===== config.mk =====
export PLATFORM = sky130hd
export DESIGN_NAME = wb_rf_writer
export DESIGN_NICKNAME = d
export VERILOG_FILES = /design/src/rtl/wb_rf_writer_pkg.sv /design/src/rtl/wb_rf_writer_load_extender.sv /design/src/rtl/wb_rf_writer.sv
export SDC_FILE = /design/constraint.sdc
export NUM_CORES = 1
export LEC_CHECK = 0
export CORE_UTILIZATION = 48
export CTS_BUF_LIST = sky130_fd_sc_hd__clkbuf_8
export CTS_CLUSTER_DIAMETER = 150
export CTS_CLUSTER_SIZE = 20
export DETAILED_ROUTE_END_ITERATION = 8
export PLACE_DENSITY = 0.95
export RECOVER_POWER = 25
export SETUP_SLACK_MARGIN = 0.05
export SYNTH_ARGS = -nofsm -noshare
export SYNTH_HDL_FRONTEND = slang
export SYNTH_SLANG_ARGS = --single-unit
export TNS_END_PERCENT = 10

===== constraint.sdc =====
create_clock -name clk -period 2.8 [get_ports clk]
set_input_delay 0.56 -clock clk [delete_from_list [all_inputs] [get_ports clk]]
set_output_delay 0.56 -clock clk [all_outputs]
set_load 0.02 [all_outputs]

===== src/rtl/wb_rf_writer_pkg.sv =====
// Shared definitions for the writeback stage: FSM states, load funct3
// encodings and the hard-wired zero register index.
package wb_rf_writer_pkg;

    typedef enum logic [2:0] {
        ST_IDLE      = 3'd0,
        ST_WAIT_LOAD = 3'd1,
        ST_WRITE     = 3'd2,
        ST_WAIT_ACK  = 3'd3,
        ST_RETIRE    = 3'd4
    } wb_state_e;

    localparam logic [2:0] LOAD_LB  = 3'b000;
    localparam logic [2:0] LOAD_LH  = 3'b001;
    localparam logic [2:0] LOAD_LW  = 3'b010;
    localparam logic [2:0] LOAD_LBU = 3'b100;
    localparam logic [2:0] LOAD_LHU = 3'b101;

    // x0 never takes a write; compared after casting to the index width.
    localparam int REG_ZERO = 0;

    localparam int PC_WIDTH = 32;

endpackage


===== src/rtl/wb_rf_writer_load_extender.sv =====
// Combinational load formatter: picks the byte/halfword addressed by the
// low address bits out of the aligned load word and sign/zero-extends it.
// An unsupported funct3 yields zero and raises the error flag.
module load_extender
    import wb_rf_writer_pkg::*;
#(
    parameter int DATA_WIDTH = 32
) (
    input  logic [DATA_WIDTH-1:0] i_rdata,
    input  logic [2:0]            i_funct3,
    input  logic [1:0]            i_addr_lo,
    output logic [DATA_WIDTH-1:0] o_value,
    output logic                  o_err
);

    logic [DATA_WIDTH-1:0] w_byte_shift;
    logic [DATA_WIDTH-1:0] w_half_shift;
    logic [7:0]            w_byte;
    logic [15:0]           w_half;

    // Lane selection and extension; halfwords ignore addr_lo[0] (aligned by the LSU)
    always_comb begin
        w_byte_shift = i_rdata >> {i_addr_lo, 3'b000};
        w_half_shift = i_rdata >> {i_addr_lo[1], 4'b0000};
        w_byte       = w_byte_shift[7:0];
        w_half       = w_half_shift[15:0];
        o_value      = '0;
        o_err        = 1'b0;
        case (i_funct3)
            LOAD_LB:  o_value = {{(DATA_WIDTH-8){w_byte[7]}}, w_byte};
            LOAD_LH:  o_value = {{(DATA_WIDTH-16){w_half[15]}}, w_half};
            LOAD_LW:  o_value = i_rdata;
            LOAD_LBU: o_value = {{(DATA_WIDTH-8){1'b0}}, w_byte};
            LOAD_LHU: o_value = {{(DATA_WIDTH-16){1'b0}}, w_half};
            default: begin
                o_value = '0;
                o_err   = 1'b1;
            end
        endcase
    end

endmodule


===== src/rtl/wb_rf_writer.sv =====
// Writeback stage: accepts one completed instruction at a time from the EXU,
// waits for load data when needed, drives the register-file write strobe,
// waits for the write-done handshake and then emits a one-cycle commit.
module wb_rf_writer
    import wb_rf_writer_pkg::*;
#(
    parameter int DATA_WIDTH = 32,
    parameter int ADDR_WIDTH = 5
) (
    input  logic                  clk,
    input  logic                  rst_n,
    input  logic                  exu_valid,
    output logic                  exu_ready,
    input  logic [PC_WIDTH-1:0]   exu_pc,
    input  logic [ADDR_WIDTH-1:0] exu_rd,
    input  logic                  exu_wen,
    input  logic                  exu_is_load,
    input  logic [2:0]            exu_funct3,
    input  logic [1:0]            exu_addr_lo,
    input  logic [DATA_WIDTH-1:0] exu_result,
    input  logic                  exu_ecall,
    input  logic                  lsu_rvalid,
    input  logic [DATA_WIDTH-1:0] lsu_rdata,
    output logic [DATA_WIDTH-1:0] rf_wdata,
    output logic [ADDR_WIDTH-1:0] rf_waddr,
    output logic                  rf_wen,
    output logic                  rf_ivalid,
    input  logic                  rf_evalid,
    output logic                  commit_valid,
    output logic [PC_WIDTH-1:0]   commit_pc,
    output logic                  commit_ecall,
    output logic                  wb_err
);

    localparam logic [ADDR_WIDTH-1:0] RD_ZERO = ADDR_WIDTH'(REG_ZERO);

    wb_state_e             r_state;
    wb_state_e             w_state_nxt;

    logic [PC_WIDTH-1:0]   r_pc;
    logic [ADDR_WIDTH-1:0] r_rd;
    logic                  r_wen;
    logic [2:0]            r_funct3;
    logic [1:0]            r_addr_lo;
    logic                  r_ecall;

    logic [DATA_WIDTH-1:0] r_rf_wdata;
    logic [ADDR_WIDTH-1:0] r_rf_waddr;
    logic                  r_rf_wen;
    logic                  r_rf_ivalid;
    logic                  r_commit_valid;
    logic [PC_WIDTH-1:0]   r_commit_pc;
    logic                  r_commit_ecall;
    logic                  r_wb_err;

    logic                  w_accept;
    logic                  w_load_done;
    logic [DATA_WIDTH-1:0] w_ext_value;
    logic                  w_ext_err;
    logic                  w_wr_wen;
    logic [ADDR_WIDTH-1:0] w_wr_rd;
    logic [DATA_WIDTH-1:0] w_wr_data;
    logic                  w_do_strobe;
    logic                  w_do_commit;

    load_extender #(
        .DATA_WIDTH (DATA_WIDTH)
    ) u_load_extender (
        .i_rdata   (lsu_rdata),
        .i_funct3  (r_funct3),
        .i_addr_lo (r_addr_lo),
        .o_value   (w_ext_value),
        .o_err     (w_ext_err)
    );

    // Ready only in IDLE and never while reset is asserted
    assign exu_ready = rst_n & (r_state == ST_IDLE);

    // Next-state decode plus the accept / load-completion events
    always_comb begin
        w_state_nxt = r_state;
        w_accept    = 1'b0;
        w_load_done = 1'b0;
        case (r_state)
            ST_IDLE: begin
                if (exu_valid) begin
                    w_accept    = 1'b1;
                    w_state_nxt = exu_is_load ? ST_WAIT_LOAD : ST_WRITE;
                end else begin
                    w_state_nxt = ST_IDLE;
                end
            end
            ST_WAIT_LOAD: begin
                if (lsu_rvalid) begin
                    w_load_done = 1'b1;
                    w_state_nxt = ST_WRITE;
                end else begin
                    w_state_nxt = ST_WAIT_LOAD;
                end
            end
            ST_WRITE: begin
                if (r_wen && (r_rd != RD_ZERO)) begin
                    w_state_nxt = ST_WAIT_ACK;
                end else begin
                    w_state_nxt = ST_RETIRE;
                end
            end
            ST_WAIT_ACK: begin
                if (rf_evalid) begin
                    w_state_nxt = ST_RETIRE;
                end else begin
                    w_state_nxt = ST_WAIT_ACK;
                end
            end
            ST_RETIRE: w_state_nxt = ST_IDLE;
            default:   w_state_nxt = ST_IDLE;
        endcase
    end

    // Write-side operands for the cycle about to enter WRITE: straight from
    // the EXU on a non-load accept, from the holding regs + extender on a load
    always_comb begin
        if (r_state == ST_IDLE) begin
            w_wr_wen  = exu_wen;
            w_wr_rd   = exu_rd;
            w_wr_data = exu_result;
        end else begin
            w_wr_wen  = r_wen;
            w_wr_rd   = r_rd;
            w_wr_data = w_ext_value;
        end
        w_do_strobe = (w_state_nxt == ST_WRITE) && w_wr_wen && (w_wr_rd != RD_ZERO);
        w_do_commit = (w_state_nxt == ST_RETIRE);
    end

    // FSM state register
    always_ff @(posedge clk) begin
        if (!rst_n) begin
            r_state <= ST_IDLE;
        end else begin
            r_state <= w_state_nxt;
        end
    end

    // Holding registers for the single in-flight instruction
    always_ff @(posedge clk) begin
        if (!rst_n) begin
            r_pc      <= '0;
            r_rd      <= '0;
            r_wen     <= 1'b0;
            r_funct3  <= 3'b000;
            r_addr_lo <= 2'b00;
            r_ecall   <= 1'b0;
        end else if (w_accept) begin
            r_pc      <= exu_pc;
            r_rd      <= exu_rd;
            r_wen     <= exu_wen;
            r_funct3  <= exu_funct3;
            r_addr_lo <= exu_addr_lo;
            r_ecall   <= exu_ecall;
        end
    end

    // Registered RF write port and commit port, aligned with WRITE / RETIRE
    always_ff @(posedge clk) begin
        if (!rst_n) begin
            r_rf_wen       <= 1'b0;
            r_rf_ivalid    <= 1'b0;
            r_rf_waddr     <= '0;
            r_rf_wdata     <= '0;
            r_commit_valid <= 1'b0;
            r_commit_pc    <= '0;
            r_commit_ecall <= 1'b0;
        end else begin
            r_rf_wen       <= w_do_strobe;
            r_rf_ivalid    <= w_do_strobe;
            r_rf_waddr     <= w_do_strobe ? w_wr_rd : '0;
            r_rf_wdata     <= w_do_strobe ? w_wr_data : '0;
            r_commit_valid <= w_do_commit;
            r_commit_pc    <= w_do_commit ? r_pc : '0;
            r_commit_ecall <= w_do_commit & r_ecall;
        end
    end

    // Sticky error for an unsupported load funct3, cleared only by reset
    always_ff @(posedge clk) begin
        if (!rst_n) begin
            r_wb_err <= 1'b0;
        end else if (w_load_done && w_ext_err) begin
            r_wb_err <= 1'b1;
        end
    end

    assign rf_wdata     = r_rf_wdata;
    assign rf_waddr     = r_rf_waddr;
    assign rf_wen       = r_rf_wen;
    assign rf_ivalid    = r_rf_ivalid;
    assign commit_valid = r_commit_valid;
    assign commit_pc    = r_commit_pc;
    assign commit_ecall = r_commit_ecall;
    assign wb_err       = r_wb_err;

endmodule


==> flow_metrics.py <==
metrics = {
    "power": {
        "ir_drop_mv": 0.492,
        "power_density_mw_per_mm2": 581,
        "power_mw": 4.06,
        "p_leak_nw": 2.58,
    },
    "logic_synthesis": {
        "synth_common_cells": "128 x nand2_1, 120 x dfxtp_1, 45 x a21boi_0, 35 x and2_1, 31 x a21oi_1",
        "yosys_warnings": 0,
        "synth-seq-area-share_pct": 51.7,
        "synth_top_cell_area_share_pct": 51.7,
        "synth_seq_cells": 120,
        "synth_edf_count": 0,
        "synthesis.nets": 625,
        "synth_top_area_cell": "dfxtp_1",
        "yosysMostFrequentCell": "nand2_1",
        "synth_async_sr_flop_share_pct": 0,
        "syn_inst": 511,
        "synthTopCellsByArea": "dfxtp_1 52%, nand2_1 10%, a21boi_0 7.3%, and2_1 4.7%, a22oi_1 4.0%",
        "synth_area_per_cell_um2": 9.10,
        "yosysUniqueCellTypes": 44,
        "synth_area_mm2": 0.00465,
        "ys.flop_type": "dfxtp_1",
    },
    "global_route": {
        "grt_usage_pct": 29.1,
        "grtUsageMet3_pct": 14.0,
        "grt_max_degree": 49,
        "grt_pass1_wl_mm": 22.1,
        "grt_pass1_vias": 4493,
        "antenna_found_initial": 0,
        "use_met2_pct": 51.1,
        "grt-ovfl-total": 0,
        "grtUsageMet1_pct": 29.3,
        "top_usage_layer": "met2",
    },
    "worst_setup_path": {
        "critPathTopFamily": "buffers and inverters",
        "critical_path_buf_inv_count": 1,
        "path_depth": 3,
        "required_ns": 2.24,
        "slowest_stage": "clkdlybuf4s50_1",
        "cp_data_arrival_time_ns": 1.92,
        "endpoint": "exu_ready",
        "rr_endpoint": "rf_wdata[17]$_SDFF_PN0_",
        "critPathKind": "reg2out",
        "r2r_setup_slack_ns": 0.38,
        "startpoint_type": "flip-flop",
        "slowest_delay_ns": 0.60,
        "reg2reg_depth": 6,
        "end_kind": "output pin",
        "rr_startpoint": "r_state[2]$_SDFF_PN0_",
        "path_max_fanout": 9,
        "worstPathCellList": "nor3_4 -> and2_1 -> clkdlybuf4s50_1",
        "startpoint": "r_state[2]$_SDFF_PN0_",
    },
    "clock_network": {
        "ctsRootBufferMaster": "clkbuf_8",
        "htree_levels": 4,
        "post_cts_buffers": 0,
        "cts.clk_slew.worst_paths_ns": 0.07,
        "hold_buffers": 0,
        "clockBufferDepth": 2,
        "cts-resized-gates": 0,
        "cts_buffers": 17,
        "cts_tree": "built",
        "cts.sinks": 120,
        "clkLatencyLatePin_ns": 0.44,
    },
    "timing": {
        "min_period_ns": 2.48,
        "maxSlewViolCount": 0,
        "setup_tns_ns": 0,
        "maxSlewHeadroom_pct": 37.3,
        "finalSetupViolCount": 0,
        "rsz0062_at_grt": "false",
        "fin_crit_sh_pct": 88.7,
        "final-hold-violation-count": 0,
        "max_freq_mhz": 403,
        "tightest_slew_ns": 0.941,
        "skew_ns": 0.0142,
    },
    "routing": {
        "drtAntennaViolNets": 0,
        "wirelength_mm": 14.3,
        "drc": 0,
        "num_vias": 4439,
        "vias_per_cell": 5.33,
        "post_drt_wl_per_cell_um": 17.2,
        "drt_iter0_drc": 199,
        "first_pass_iters": 5,
    },
    "hold_path": {
        "worstHoldStart": "r_pc[11]$_SDFFE_PN0P_",
        "hp-class": "reg2reg",
    },
    "floorplan": {
        "initial_utilization_pct": 49.8,
        "coreArea_mm2": 0.00933,
        "die_w_um": 100,
        "ioPinCount": 189,
        "die_y_um": 100,
        "die_area_mm2": 0.0101,
        "rows": 35,
    },
    "finish": {
        "diodes": 0,
        "layout-drive-gt1-share_pct": 6.82,
        "areaGrowthSynthToFinish_pct": 50.5,
        "final_nets": 805,
    },
    "outcome": {
        "status": "finished clean",
    },
    "placed_design": {
        "dp_hpwl_mm": 10.1,
        "port_buffers": 188,
        "place.gp.congestion": 0.797,
    },
    "run": {
        "max_cap_violations": 0,
    },
}
[how the worst min path moves through the flow]
stage,to,depth (start not counted)
detailed placement,commit_pc[20]$_SDFF_PN0_,1
CTS,commit_pc[20]$_SDFF_PN0_,1
finish,commit_pc[11]$_SDFF_PN0_,1
global route,commit_pc[16]$_SDFF_PN0_,1
global placement,commit_pc[9]$_SDFF_PN0_,1
floorplan,commit_ecall$_SDFF_PN0_,1
[final cells by class]
type                       instances  area (µm²)
timing repair buffer             197        1940
fill                             642        2330
clock inverter                    15         180
multi-input combinational        351        2060
tap                              129         161
sequential                       120        2400
clock buffer                      17         234
inverter                           4        15.0
[per-stage QoR]
stage / cells / hold WS, ns / cell area [µm²] / worst slack, ns / util, %
after floorplan: 511 / 0.430 / 4650 / 0.646 / -
after global placement: 801 / 0.434 / 6590 / 0.357 / 70.7
after detailed placement: 801 / 0.442 / 6590 / 0.280 / 70.7
after CTS: 833 / 0.459 / 7010 / 0.314 / 75.1
after global routing: 833 / 0.478 / 7000 / 0.168 / 75.0
final: 833 / 0.457 / 7000 / 0.316 / 75.0
[routing by layer]
metal / share of wire, % / routed length (µm) / vias up
li1: - / - / 2105
met1: 36 / 5170 / 2044
met2: 50 / 7100 / 253
met3: 11 / 1570 / 37
met4: 3.1 / 447 / 0
met5: 0 / 0 / -
[cells in the final DEF (no fill, tap or decap), types with 2 or more instances in the layout]
cell             netlist  routed
clkdlybuf4s50_1        0     188
nand2_1              128     128
dfxtp_1              120     120
a21boi_0              45      45
and2_1                35      35
a21oi_1               31      31
a22oi_1               25      25
mux2i_1               18      18
clkbuf_8               0      17
o21ai_0               15      16
nor2_1                 9       9
buf_4                  1       7
inv_1                  4       5
nor3_1                 5       5
clkinvlp_4             0       5
a2bb2oi_1              4       4
clkinv_4               0       4
nand3_1                3       3
a31oi_1                3       3
bufinv_16              0       3
nor3_4                 0       2
a32oi_1                2       2
nand2b_1               2       2
o21a_1                 2       2
o221ai_1               2       2
[cell families (layout without fill, tap and decap cells)]
family / count (synthesis) / in the layout / synth area share [%]
muxes: 19 / 19 / 4.12
DFF: 120 / 120 / 51.7
AOI/OAI and AO/OA: 139 / 139 / 20.4
buffers and inverters: 40 / 233 / 4.41
and+or+nand+nor: 193 / 193 / 19.4
[state kept, by name (all words and copies together) (netlist names)]
signal	flops
commit_pc	32
r_pc	32
rf_wdata	32
r_rd	5
rf_waddr	5
r_funct3	3
r_state	3
r_addr_lo	2
commit_ecall	1
commit_valid	1
r_ecall	1
r_wen	1
rf_ivalid	1
wb_err	1
[report_power, final]
| group | internal (mW) | switching, mW | total, mW |
|---|---|---|---|
| clock | 0.880 | 0.717 | 1.60 |
| sequential | 1.77 | 0.0451 | 1.82 |
| combinational | 0.312 | 0.332 | 0.645 |
No activity file was read; power rests on OpenSTA's default activity.
==> patch (same flow settings) <==
The 5 states of `wb_state_e` get a one-hot encoding in 5 bits.
--- a/src/rtl/wb_rf_writer_pkg.sv
+++ b/src/rtl/wb_rf_writer_pkg.sv
@@ -3,10 +3,10 @@
 package wb_rf_writer_pkg;
 
-    typedef enum logic [2:0] {
-        ST_IDLE      = 3'd0,
-        ST_WAIT_LOAD = 3'd1,
-        ST_WRITE     = 3'd2,
-        ST_WAIT_ACK  = 3'd3,
-        ST_RETIRE    = 3'd4
+    typedef enum logic [4:0] {
+        ST_IDLE      = 5'b00001,
+        ST_WAIT_LOAD = 5'b00010,
+        ST_WRITE     = 5'b00100,
+        ST_WAIT_ACK  = 5'b01000,
+        ST_RETIRE    = 5'b10000
     } wb_state_e;
 
Formal check against the unedited RTL: same outputs for any inputs over 10 cycles, from zero or initial values and one cycle with rst_n low; not proved beyond that.
==> patch against the unedited design <==
  * The run now ends with design-rule violations left
  * Synthesized cell count up 16%
  * Clock power grew 11%
  * Area after synthesis increased by 8.7%
  * Combinational power increased by 54%
  * Register-to-register slack improved by 0.11 ns
  * Final area is 6.8% higher
  * Power is 14% higher
  * Setup slack worse by 0.097 ns
  * Sequential share of layout area is 1.6 points lower
  * Clock skew barely moved
  * Routed wire length grew 6.5%
  * First-iteration DRC count rose by 95%
  * Critical path depth is 1 higher
  * Sequential cell count rose by 2
  * Critical path type unchanged
  * Largest power group unchanged
==> patch: results <==
metrics = {
    "run_status": {
        "outcome": "finished with violations",
        "violations": "design-rule violations",
    },
    "clock_network": {
        "clkTransAtPathRegs_ns": 0.08,
        "clock_path_buffers": 2,
        "h-tree-depth": 4,
        "cts_buffers": 17,
        "cts_root_buffer": "clkbuf_8",
    },
    "grt": {
        "gr-usage-met3_pct": 7.49,
        "grt_use_met2_pct": 46.4,
        "grt_pass1_wl_um": 23800,
        "grt_pass1_vias": 4850,
        "grt_max_degree": 48,
        "grt_util_met1_pct": 33.3,
        "grt_util_all_layers_pct": 28.0,
    },
    "finish": {
        "drive_gt1_share_pct": 10.1,
        "nets": 884,
        "n_fill_cell": 753,
        "antenna_cells": 0,
    },
    "placement": {
        "gp_congestion": 0.878,
        "io_buffers": 188,
        "dpl.hpwl_um": 10900,
        "dp_slack_ns": 0.189,
    },
    "routing": {
        "drc_errors": 1,
        "wl_met2_um": 7420,
        "vias_per_cell": 5.44,
        "drt_iter0_drc": 388,
        "wl_per_cell_um": 16.6,
        "wl_met3_um": 1040,
        "wirelength_met1_um": 6160,
        "top_layer_used": "met4",
        "first_pass_iters": 9,
    },
    "power": {
        "p_leak_nw": 3.00,
        "peakVddDrop_uv": 312,
        "clkPwrFrac_pct": 38.2,
        "switchingPower_mw": 1.41,
        "internal-power_mw": 3.22,
        "p_comb_mw": 0.996,
    },
    "timing": {
        "fin_skew_ns": 0.0140,
        "tightest_slew_ns": 1.02,
        "finalHoldViolCount": 0,
    },
    "setup_path": {
        "cp_slowest_cell": "nor4b_4",
        "crit_family": "simple AND/OR/NAND/NOR gates",
        "cpPeakStageDelay_ns": 0.43,
        "path_max_fanout": 5,
    },
    "synthesis": {
        "synth_area_leaders": "dfxtp_1, nand2_1, a21oi_1",
        "synthTopCellsByCount": "nand2_1, dfxtp_1, a21oi_1",
        "async_flop_share_pct": 0,
        "ys_seq_area_share_pct": 48.3,
        "synth_cell_types": 45,
        "synth_nets": 709,
        "ys_warn_count": 0,
    },
}
[patch: cell types whose count changed in the layout (fill, tap and decap cells not counted), moves of 10 or more]
cell and delta:
a21boi_0 -44, a211oi_2 +10, nand2_1 +14, dlygate4sd3_1 +43, nor2_1 +13, clkdlybuf4s50_1 -44, a21oi_1 +61, mux2i_1 -15
a22oi_1 -25, nor3_2 +10
[patch: cell type report]
type	instances	area share (%)
sequential	122	32.7
tap	136	2.28
multi-input combinational	420	32.0
timing repair buffer	203	26.8
clock buffer	17	3.13
inverter	6	0.302
clock inverter	15	2.85
[patch: metrics by stage]
step	std cells	hold WS (ns)	utilization, %	cell area, um2
2_1_floorplan	595	0.430	-	5060
3_3_place_gp	887	0.434	68.4	7030
3_5_place_dp	887	0.442	68.4	7030
4_1_cts	919	0.451	72.7	7480
5_1_grt	919	0.473	72.7	7470
6_report	919	0.449	72.7	7470
[patch: worst register-to-register path: cells and delay by family (launching register included)]
kind	cells	cell delay (ns)
DFF	1	0.40
buffers and inverters	1	0.22
muxes	1	0.37
and+or+nand+nor	4	1.26
[patch: final timing paths]
path	slack [ns]	cells after the start	start	end
setup reg to reg	0.49	6	r_state[4]	rf_wdata[31]
setup / recovery	0.22	4	r_state[4]	exu_ready
hold / removal	0.45	1	r_pc[22]	commit_pc[22]
hold reg to reg	0.45	1	r_pc[22]	commit_pc[22]
[patch: timing repair]
action,4_1_cts,5_1_grt
endpoints found under the setup margin,1,0
gates resized for setup,1,0
buffers inserted,0,0
[patch: logic make-up after synthesis]
group                  synth area share, %
XOR/XNOR                             0.173
AO/OA/AOI/OAI                         18.8
AND/OR/NAND/NOR                       25.2
multiplexers                          3.04
buffers and inverters                 4.45
flip-flops                            48.3
